===== src/rtl/hssi_rstseq_pkg.sv =====
// ============================================================================
// Module      : hssi_rstseq_pkg
// Description : Shared types and widths for the HSSI reset sequencer.
// Revision    : 1.0 - initial release
// ============================================================================
`default_nettype none

package hssi_rstseq_pkg;

    typedef enum logic [1:0] {
        ST_HOLD = 2'd0,
        ST_WAIT = 2'd1,
        ST_UP   = 2'd2,
        ST_FAIL = 2'd3
    } rstseq_state_t;

    localparam int c_stage_w    = 3;
    localparam int c_loss_cnt_w = 8;

endpackage

`default_nettype wire


===== src/rtl/hssi_rstseq_timer.sv =====
// ============================================================================
// Module      : hssi_rstseq_timer
// Description : Per-stage wait timer; saturating up-counter with sync clear
//               and a registered terminal (all-ones) flag.
// Revision    : 1.0 - initial release
// ============================================================================
`default_nettype none

module hssi_rstseq_timer #(
    parameter int WIDTH = 20
) (
    input  logic             clk,
    input  logic             rst_n,
    input  logic             i_clr,
    output logic [WIDTH-1:0] o_cnt,
    output logic             o_term
);

    localparam logic [WIDTH-1:0] c_ones = '1;

    logic [WIDTH-1:0] r_cnt;
    logic             r_term;

    // The flag rises together with the count reaching all-ones; counting stops there.
    always_ff @(posedge clk) begin
        if (!rst_n || i_clr) begin
            r_cnt  <= '0;
            r_term <= 1'b0;
        end else if (!r_term) begin
            r_cnt  <= r_cnt + WIDTH'(1);
            r_term <= (r_cnt + WIDTH'(1)) == c_ones;
        end
    end

    assign o_cnt  = r_cnt;
    assign o_term = r_term;

endmodule

`default_nettype wire


===== src/rtl/hssi_reset_sequencer.sv =====
// ============================================================================
// Module      : hssi_reset_sequencer
// Description : Releases a chain of HSSI stage resets one stage at a time with
//               timeout/retry. Optional loss counter: HSSI_RSTSEQ_LOSS_CNT_EN.
// Revision    : 1.0 - initial release
// ============================================================================
`default_nettype none

module hssi_reset_sequencer
    import hssi_rstseq_pkg::*;
#(
    parameter int NUM_STAGES   = 3,
    parameter int HOLD_CYCLES  = 16,
    parameter int TIMEOUT_BITS = 20,
    parameter int MAX_RETRIES  = 3
) (
    input  logic                    clk,
    input  logic                    rst_n,
    input  logic                    req_reset,
    input  logic [NUM_STAGES-1:0]   stage_ready,
    output logic [NUM_STAGES-1:0]   stage_rst_n,
    output logic                    all_ready,
    output logic                    fail,
    output logic [c_stage_w-1:0]    cur_stage
`ifdef HSSI_RSTSEQ_LOSS_CNT_EN
    ,
    output logic [c_loss_cnt_w-1:0] loss_cnt
`endif
);

    localparam int                   c_hold_w     = (HOLD_CYCLES > 1) ? $clog2(HOLD_CYCLES) : 1;
    localparam logic [c_hold_w-1:0]  c_hold_last  = c_hold_w'(HOLD_CYCLES - 1);
    localparam logic [3:0]           c_retry_max  = 4'(MAX_RETRIES);
    localparam logic [c_stage_w-1:0] c_stage_last = c_stage_w'(NUM_STAGES - 1);

    rstseq_state_t           r_state, w_state;
    logic [c_hold_w-1:0]     r_hold_cnt, w_hold_cnt;
    logic [3:0]              r_retry, w_retry;
    logic [c_stage_w-1:0]    r_stage, w_stage;
    logic [NUM_STAGES-1:0]   r_stage_rst_n, w_stage_rst_n;
    logic                    r_all_ready, w_all_ready;
    logic                    r_fail, w_fail;

    logic [TIMEOUT_BITS-1:0] w_timer_cnt;
    logic                    w_timer_term;
    logic                    w_timer_clr;
    logic                    w_cur_ready;
    logic                    w_loss;
    logic                    w_qual;
    logic                    w_event;

    hssi_rstseq_timer #(
        .WIDTH (TIMEOUT_BITS)
    ) u_timer (
        .clk    (clk),
        .rst_n  (rst_n),
        .i_clr  (w_timer_clr),
        .o_cnt  (w_timer_cnt),
        .o_term (w_timer_term)
    );

    // Ready of the stage being waited on, and loss of any already-released stage.
    always_comb begin
        w_cur_ready = 1'b0;
        w_loss      = 1'b0;
        for (int j = 0; j < NUM_STAGES; j++) begin
            if (j == int'(r_stage))
                w_cur_ready = stage_ready[j];
            if ((j < int'(r_stage)) && !stage_ready[j])
                w_loss = 1'b1;
        end
    end

    always_ff @(posedge clk) begin
        if (!rst_n) begin
            r_state       <= ST_HOLD;
            r_hold_cnt    <= '0;
            r_retry       <= '0;
            r_stage       <= '0;
            r_stage_rst_n <= '0;
            r_all_ready   <= 1'b0;
            r_fail        <= 1'b0;
        end else begin
            r_state       <= w_state;
            r_hold_cnt    <= w_hold_cnt;
            r_retry       <= w_retry;
            r_stage       <= w_stage;
            r_stage_rst_n <= w_stage_rst_n;
            r_all_ready   <= w_all_ready;
            r_fail        <= w_fail;
        end
    end

    always_comb begin
        w_state       = r_state;
        w_hold_cnt    = r_hold_cnt;
        w_retry       = r_retry;
        w_stage       = r_stage;
        w_stage_rst_n = r_stage_rst_n;
        w_all_ready   = r_all_ready;
        w_fail        = r_fail;
        w_timer_clr   = 1'b1;
        w_event       = 1'b0;
        // Ready seen on the release cycle itself may be stale, so it needs timer >= 1.
        w_qual        = (w_timer_cnt != '0) && w_cur_ready;

        if (req_reset) begin
            w_state       = ST_HOLD;
            w_hold_cnt    = '0;
            w_retry       = '0;
            w_fail        = 1'b0;
            w_stage       = '0;
            w_stage_rst_n = '0;
            w_all_ready   = 1'b0;
        end else begin
            case (r_state)
                ST_HOLD: begin
                    if (r_hold_cnt == c_hold_last) begin
                        w_state       = ST_WAIT;
                        w_stage       = '0;
                        w_stage_rst_n = NUM_STAGES'(1);
                    end else begin
                        w_hold_cnt = r_hold_cnt + 1'b1;
                    end
                end
                ST_WAIT: begin
                    w_timer_clr = 1'b0;
                    if (w_loss || (w_timer_term && !w_qual)) begin
                        w_event       = 1'b1;
                        w_timer_clr   = 1'b1;
                        w_stage       = '0;
                        w_stage_rst_n = '0;
                        w_hold_cnt    = '0;
                        if (r_retry == c_retry_max) begin
                            w_state = ST_FAIL;
                            w_fail  = 1'b1;
                        end else begin
                            w_state = ST_HOLD;
                            w_retry = r_retry + 1'b1;
                        end
                    end else if (w_qual) begin
                        w_timer_clr = 1'b1;
                        if (r_stage == c_stage_last) begin
                            w_state     = ST_UP;
                            w_all_ready = 1'b1;
                            w_retry     = '0;
                            w_stage     = '0;
                        end else begin
                            w_stage       = r_stage + 1'b1;
                            w_stage_rst_n = NUM_STAGES'({r_stage_rst_n, 1'b1});
                        end
                    end
                end
                ST_UP: begin
                    // Losing ready after a full bring-up re-sequences without spending a retry.
                    if (stage_ready != '1) begin
                        w_event       = 1'b1;
                        w_state       = ST_HOLD;
                        w_hold_cnt    = '0;
                        w_stage_rst_n = '0;
                        w_all_ready   = 1'b0;
                    end
                end
                ST_FAIL: begin
                    w_state = ST_FAIL;
                end
                default: begin
                    w_state = ST_HOLD;
                end
            endcase
        end
    end

`ifdef HSSI_RSTSEQ_LOSS_CNT_EN
    logic [c_loss_cnt_w-1:0] r_loss_cnt;

    always_ff @(posedge clk) begin
        if (!rst_n)
            r_loss_cnt <= '0;
        else if (w_event && (r_loss_cnt != '1))
            r_loss_cnt <= r_loss_cnt + 1'b1;
    end

    assign loss_cnt = r_loss_cnt;
`endif

    assign stage_rst_n = r_stage_rst_n;
    assign all_ready   = r_all_ready;
    assign fail        = r_fail;
    assign cur_stage   = r_stage;

endmodule

`default_nettype wire


===== config.mk =====
export PLATFORM = sky130hd
export DESIGN_NAME = hssi_reset_sequencer
export DESIGN_NICKNAME = d
export VERILOG_FILES = /design/src/rtl/hssi_rstseq_pkg.sv /design/src/rtl/hssi_rstseq_timer.sv /design/src/rtl/hssi_reset_sequencer.sv
export SDC_FILE = /design/constraint.sdc
export NUM_CORES = 1
export LEC_CHECK = 0
export BUFFER_PORTS_ARGS = -buffer_cell sky130_fd_sc_hd__buf_2
export CORE_MARGIN = 2
export CORE_UTILIZATION = 57
export CTS_BUF_LIST = sky130_fd_sc_hd__clkbuf_2 sky130_fd_sc_hd__clkbuf_4 sky130_fd_sc_hd__clkbuf_8
export DETAILED_ROUTE_END_ITERATION = 16
export PLACE_DENSITY = 0.9
export RECOVER_POWER = 25
export SYNTH_ARGS = -nofsm -noshare
export SYNTH_HDL_FRONTEND = slang
export SYNTH_HIERARCHICAL = 1
export SYNTH_SLANG_ARGS = --single-unit

===== constraint.sdc =====
create_clock -name clk -period 2.94 [get_ports clk]
set_input_delay 0.735 -clock clk [delete_from_list [all_inputs] [get_ports clk]]
set_output_delay 0.735 -clock clk [all_outputs]
set_load 0.01 [all_outputs]

Yosys cells after proc, flatten, opt, wreduce, memory -nomap -nowiden
Cells that the tools add are included.
{"block": "word_totals", "ff_bits": 39, "input_bits": 6, "wordCells": 108}
{"block": "op_classes", "add_sub_neg": 4, "n_lt_le_gt_ge": 3, "eq_ne": 21, "mux": 42, "n_bitwise": 1, "reduce_logical": 28}
{"op": "4-bit 2-to-1 mux", "n": 7}
{"op": "3-bit 2-to-1 mux", "n": 9}
{"op": "20-bit by 1-bit adder with 20-bit output, second input constant", "n": 1}
{"op": "20-bit == test, second input constant", "n": 1}
{"op": "20-bit nonzero test", "n": 1}
{"op": "2-bit inequality test, second input constant", "n": 8}
{"op": "1-bit 2-to-1 mux", "n": 15}
{"op": "2-bit 2-to-1 mux", "n": 6}
{"op": "3-bit inequality test, second input constant", "n": 4}
{"op": "4-bit one-hot mux with 3 select lines", "n": 1}
{"op": "4-bit AND reduction", "n": 3}
{"op": "5-bit AND reduction", "n": 2}
{"op": "3-bit one-hot mux with 3 select lines", "n": 1}
{"op": "4-bit by 1-bit adder with 4-bit output, second input constant", "n": 2}
{"op": "2-bit one-hot mux with 4 select lines", "n": 1}
{"op": "2-bit nonzero test", "n": 4}
{"op": "1-bit by 3-bit less-than comparator with 1-bit output, first input constant", "n": 2}
{"op": "3-bit one-hot mux with 2 select lines", "n": 1}
{"op": "3-bit AND reduction", "n": 2}
{"op": "1-bit logical AND", "n": 5}
{"op": "1-bit zero test", "n": 5}
{"op": "2-bit == test, second input constant", "n": 2}
{"op": "4-bit by 2-bit == test with 1-bit output, second input constant", "n": 1}
{"op": "4-bit == test, second input constant", "n": 1}
{"op": "other kinds (13)", "n": 14}

Longest topological paths before layout
{"block": "logic_depth", "depth_word": 12, "mapped_depth": 11, "ltp_nobuf": 10}

Hierarchy
Netlist, hierarchy kept.
{"module": "hssi_reset_sequencer", "instances": 1, "cells_each": 141, "area_per_inst_um2": 1193.6, "seq_area_each_um2": 360.3}
{"module": "hssi_rstseq_timer", "instances": 1, "cells_each": 141, "area_per_inst_um2": 1181.1, "seq_area_each_um2": 420.4}

Worst setup path after synthesis
OpenSTA, ideal clock, no wires.
{"block": "synth_timing", "kind": "input port to flip-flop", "start": "in stage_ready[0]", "end": "reg u_timer.r_term, in the netlist u_timer/o_term", "setup_time_ns": 0.084, "arrival_ns": 2.928, "t_required_ns": 2.856, "path_slack_ns": -0.072, "stages": 10, "cell_sequence": "or3b_1 > o311ai_2 > and2_1 > o21ai_1 > or3_1 > nand2b_1 > or3_1 > nor4_1 > o2111ai_1 > o31ai_2"}
{"block": "synth_via", "elab_chain_cells": 11, "elab_cells_between_ends": 17, "cone_classes": "10 x mux; 7 x reduce/logical"}
{"item": "start: declaration", "line_no": "hssi_reset_sequencer.sv:20", "rtl": "input logic [NUM_STAGES-1:0] stage_ready,"}
{"item": "1-bit 2-to-1 mux (3 in a row)", "line_no": "hssi_reset_sequencer.sv:67", "rtl": "if (j == int'(r_stage))"}
{"item": "1-bit logical AND", "line_no": "hssi_reset_sequencer.sv:105", "rtl": "w_qual = (w_timer_cnt != '0) && w_cur_ready;"}
{"item": "1-bit zero test", "line_no": "hssi_reset_sequencer.sv:128", "rtl": "if (w_loss || (w_timer_term && !w_qual)) begin"}
{"item": "1-bit logical AND", "line_no": "hssi_reset_sequencer.sv:128"}
{"item": "1-bit logical OR", "line_no": "hssi_reset_sequencer.sv:128"}
{"item": "1-bit 2-to-1 mux *", "line_no": "hssi_reset_sequencer.sv:128"}
{"item": "1-bit 2-to-1 mux *", "line_no": "hssi_reset_sequencer.sv:116", "rtl": "case (r_state)"}
{"item": "1-bit 2-to-1 mux *", "line_no": "hssi_reset_sequencer.sv:107", "rtl": "if (req_reset) begin"}
{"item": "named net w_timer_clr", "line_no": "hssi_reset_sequencer.sv:46", "rtl": "logic w_timer_clr;"}
{"item": "1-bit logical OR *", "line_no": "hssi_rstseq_timer.sv:26", "rtl": "if (!rst_n || i_clr) begin"}
{"item": "end signal: assignment", "line_no": "hssi_rstseq_timer.sv:31", "rtl": "r_term <= (r_cnt + WIDTH'(1)) == c_ones;"}
{"item": "end: declaration", "line_no": "hssi_rstseq_timer.sv:22", "rtl": "logic r_term;"}
The timed path passes the listed nets; every way through them passes the cells marked *.
A chain may end at the register's enable or synchronous reset.

Worst setup path after layout
Ends and elaborated chain as after synthesis.

==> key figures <==
Global route
  • GRT Total Usage: 0.260
  • Vias in the first global route: roughly 2k
  • Largest net degree at the start of global routing: 21
  • Grt ovf: 0
  • Initial antenna violation count: 0
  • Global-route wire length before repair: a little over 9 mm

Timing
  • Period utilization: 0.957
  • Final worst setup slack: 0.127 ns
  • Setup-failing EPs final: 0
  • Worst Skew: approximately 0.0066 ns
  • RSZ-0062 raised after global routing: no
  • Max-slew headroom: 0.582
  • Final Critical Period: 2.81 ns
  • Slew Limit Fails: 0
  • Max Fclk: approximately 0.36 GHz
  • Final hold slack: around 0.48 ns
  • Least-Margin Pin Slew: about 0.63 ns
  • Final Hold Violating Endpoints: 0

Yosys
  • Yosys cell types: 59
  • Avg Inst Size Synth: around 8.4 um2
  • Synth Warn #: 6
  • Post-synthesis sequential area ratio: 0.329
  • Synthesized cell area: between 0.002 and 0.0025 mm2
  • Largest area contributor in the netlist: dfxtp_1
  • Net count after synthesis: around 300
  • Top post-synthesis cells by area: dfxtp_1, xor2_1, nor2_1, ha_1, a21oi_1
  • Asr flop ratio synth: 0
  • Post-synth EDFFs: 0
  • Yosys reg bits: 39
  • Post-Synthesis Cells: 282
  • Post-synth top flop: dfxtp_1
  • Share of Yosys cell area claimed by the top area cell type: 0.329

Drt
  • 1st-pass router iterations: 4
  • Routed wl met3: around 240 um
  • Drt via density: roughly 6.2
  • DR WL/cell: 15.1 um
  • Via Count: 2195
  • Top sig layer: met4
  • DRC viols: 0
  • Antenna viol nets, final: 0
  • Initial drt markers: between 200 and 250
  • WL final: 5.39 mm
  • DRT met1 WL: between 2 and 2.5 mm
  • WL met2: 2.69 mm

Setup path
  • FF-to-FF path depth: 9
  • Worst setup path endpoint: u_timer/o_term$_SDFF_PP0_
  • WP data required: about 3.2 ns
  • CP most frequent cell: or3_1
  • CP Launch Point: stage_ready[0]
  • Reg2reg setup slack: roughly 0.14 ns
  • Crit. End Element: flop
  • Crit path DAT: ~3.0 ns
  • Critical-path cell list: buf_2 -> or3b_1 -> o311ai_2 -> and2_4 -> o21ai_1 -> or3_1 -> nand2b_1 -> or3_1 -> nor4_1 -> o2111ai_1 -> o31ai_2
  • Worst r2r src: u_timer/o_cnt[14]$_SDFFE_PP0N_
  • CP max-delay cell: or3_1
  • CP max stage delay: 0.38 ns
  • Critical Path Fanout Max: 5
  • CP Launch Type: input port
  • Critical R2R Capture: u_timer/o_term$_SDFF_PP0_
  • Crit Path Class: in2reg

Clock network
  • Post-CTS Setup Repair Bufs: 0
  • Clk slew on worst S/H paths: 0.07 ns
  • Hold buffer count at cts: 0
  • H-tree depth: 2
  • CTS buffer count: 5
  • CTS max path bufs: 2
  • CTS tree: done
  • Clk Latency, worst-skew pair: 0.29 ns
  • Clock Sinks: 39
  • Number of gates resized after CTS: 0
  • CTS Root Cell: clkbuf_8

Final layout
  • Share of cells above drive strength 1: 0.144
  • Filler cell count: 350
  • Final Non-Filler Cells: about 360
  • # diodes: 0
  • Final Util: 0.658
  • Area growth, synth to finish: 10.9%
  • Nets: 322
  • Final instance area: between 0.002 and 0.003 mm2

Place
  • Placed Area: about 0.0026 mm2
  • Inst Count DP: 350
  • GPL Wtd Cong: ~0.93
  • Port bufs: 13
  • Post-DP HPWL: between 3 and 4 mm
  • Post-place setup slack: -0.113 ns

Power and ir drop
  • Worst vdd ir: a little over 300 uV
  • Pwr per Cell Area: ~340 mW/mm2
  • Leakage: ~0.94 nW

Floorplanning
  • CORE AREA: 0.00400 mm2
  • DIE WIDTH: about 69 um
  • Die area: 0.00470 mm2
  • Die height: between 60 and 70 um
  • I/O pins: 14
  • Initial Util: 0.594
  • # rows: 23

Job
  • Max Cap Viol: 0

Worst hold path
  • Hold WC Path Type: reg2reg

Outcome
  • Status: completed
[through the flow]
stage | TNS [ns] | total power [mW]
4_1_cts | 0 | 0.901
2_1_floorplan | 0 | 0.554
6_report | 0 | 0.891
3_5_place_dp | -0.113 | 0.562
3_3_place_gp | -0.0202 | 0.561
5_1_grt | 0 | 0.929
[layout make-up]
cell class                      instances  area [um2]  share of cell area
Multi-Input combinational cell        225        1520               0.577
Sequential cell                        39         781               0.297
Timing Repair Buffer                   27         160              0.0608
Tap cell                               50        62.6              0.0238
Inverter                                9        33.8              0.0128
Clock buffer                            6        76.3              0.0290
[cell usage after synthesis, types with 2 or more instances]
cell,instances
nor2b_1,5
inv_1,9
buf_2,2
o21a_1,3
nand2b_1,4
xor2_1,15
and3_1,5
nand4b_1,4
or3_1,6
or2_2,3
nand2_1,18
o21ai_0,14
nor4_1,5
dfxtp_1,39
nand3_1,14
and3b_1,2
nand4_1,7
xnor2_1,9
o31ai_1,5
clkbuf_1,6
or4_1,4
ha_1,9
nor2_1,31
a21oi_1,22
a31oi_1,4
o21ai_1,2
nor4_2,3
[worst min path at each step]
stage	end	cells past startpoint	startpoint	slack, ns
3_3_place_gp	fail$_SDFFE_PP0P_	1	fail$_SDFFE_PP0P_	0.44
6_report	fail$_SDFFE_PP0P_	1	fail$_SDFFE_PP0P_	0.48
2_1_floorplan	r_hold_cnt[3]$_SDFFE_PP0P_	2	r_hold_cnt[3]$_SDFFE_PP0P_	0.45
5_1_grt	r_hold_cnt[3]$_SDFFE_PP0P_	2	r_hold_cnt[3]$_SDFFE_PP0P_	0.52
4_1_cts	fail$_SDFFE_PP0P_	1	fail$_SDFFE_PP0P_	0.47
3_5_place_dp	fail$_SDFFE_PP0P_	1	fail$_SDFFE_PP0P_	0.46
[state kept, by name (all words and copies together) (netlist names)]
signal,count
stage_rst_n,3
u_timer/o_term,1
u_timer/o_cnt,20
r_state,2
cur_stage,3
fail,1
all_ready,1
r_hold_cnt,4
r_retry,4
[per-layer routing]
layer	up-vias	track usage
met5	-	0
met4	0	0.0825
met3	4	0.0682
met2	53	0.456
met1	1055	0.307
li1	1083	-
[cell families (layout without fill, tap and decap cells)]
kind of cell             Yosys count  count (layout)  share of synthesized area
buffers and inverters             18              42                     0.0295
flip-flops                        39              39                      0.329
AO/OA/AOI/OAI                     67              67                      0.194
XOR/XNOR                          24              24                     0.0885
AND/OR/NAND/NOR                  125             125                      0.311
adder cells (fa/ha/maj)            9               9                     0.0474
[worst max-delay path, delay by kind of cell]
| kind | cells | cell delay, ns |
|---|---|---|
| compound gates | 4 | 0.54 |
| buf+inv | 1 | 0.12 |
| simple gates | 6 | 1.63 |
[report_power, final]
part           internal [mW]  leakage [nW]  switching (mW)
clock                  0.167        0.0406           0.173
combinational        0.00785         0.582          0.0117
sequential             0.529         0.314         0.00145
total                  0.704         0.937           0.186
[placed cells by master (no fill, tap or decap), types with 6 or more instances in the layout]
master and count:
xnor2_1 9, a21oi_1 22, ha_1 9, o21ai_0 14, clkbuf_1 8, or3_1 6, xor2_1 15, buf_4 14
nand3_1 14, dfxtp_1 39, inv_1 9, nand4_1 7, nand2_1 18, nor2_1 31
(Power assumes the default switching activity.)
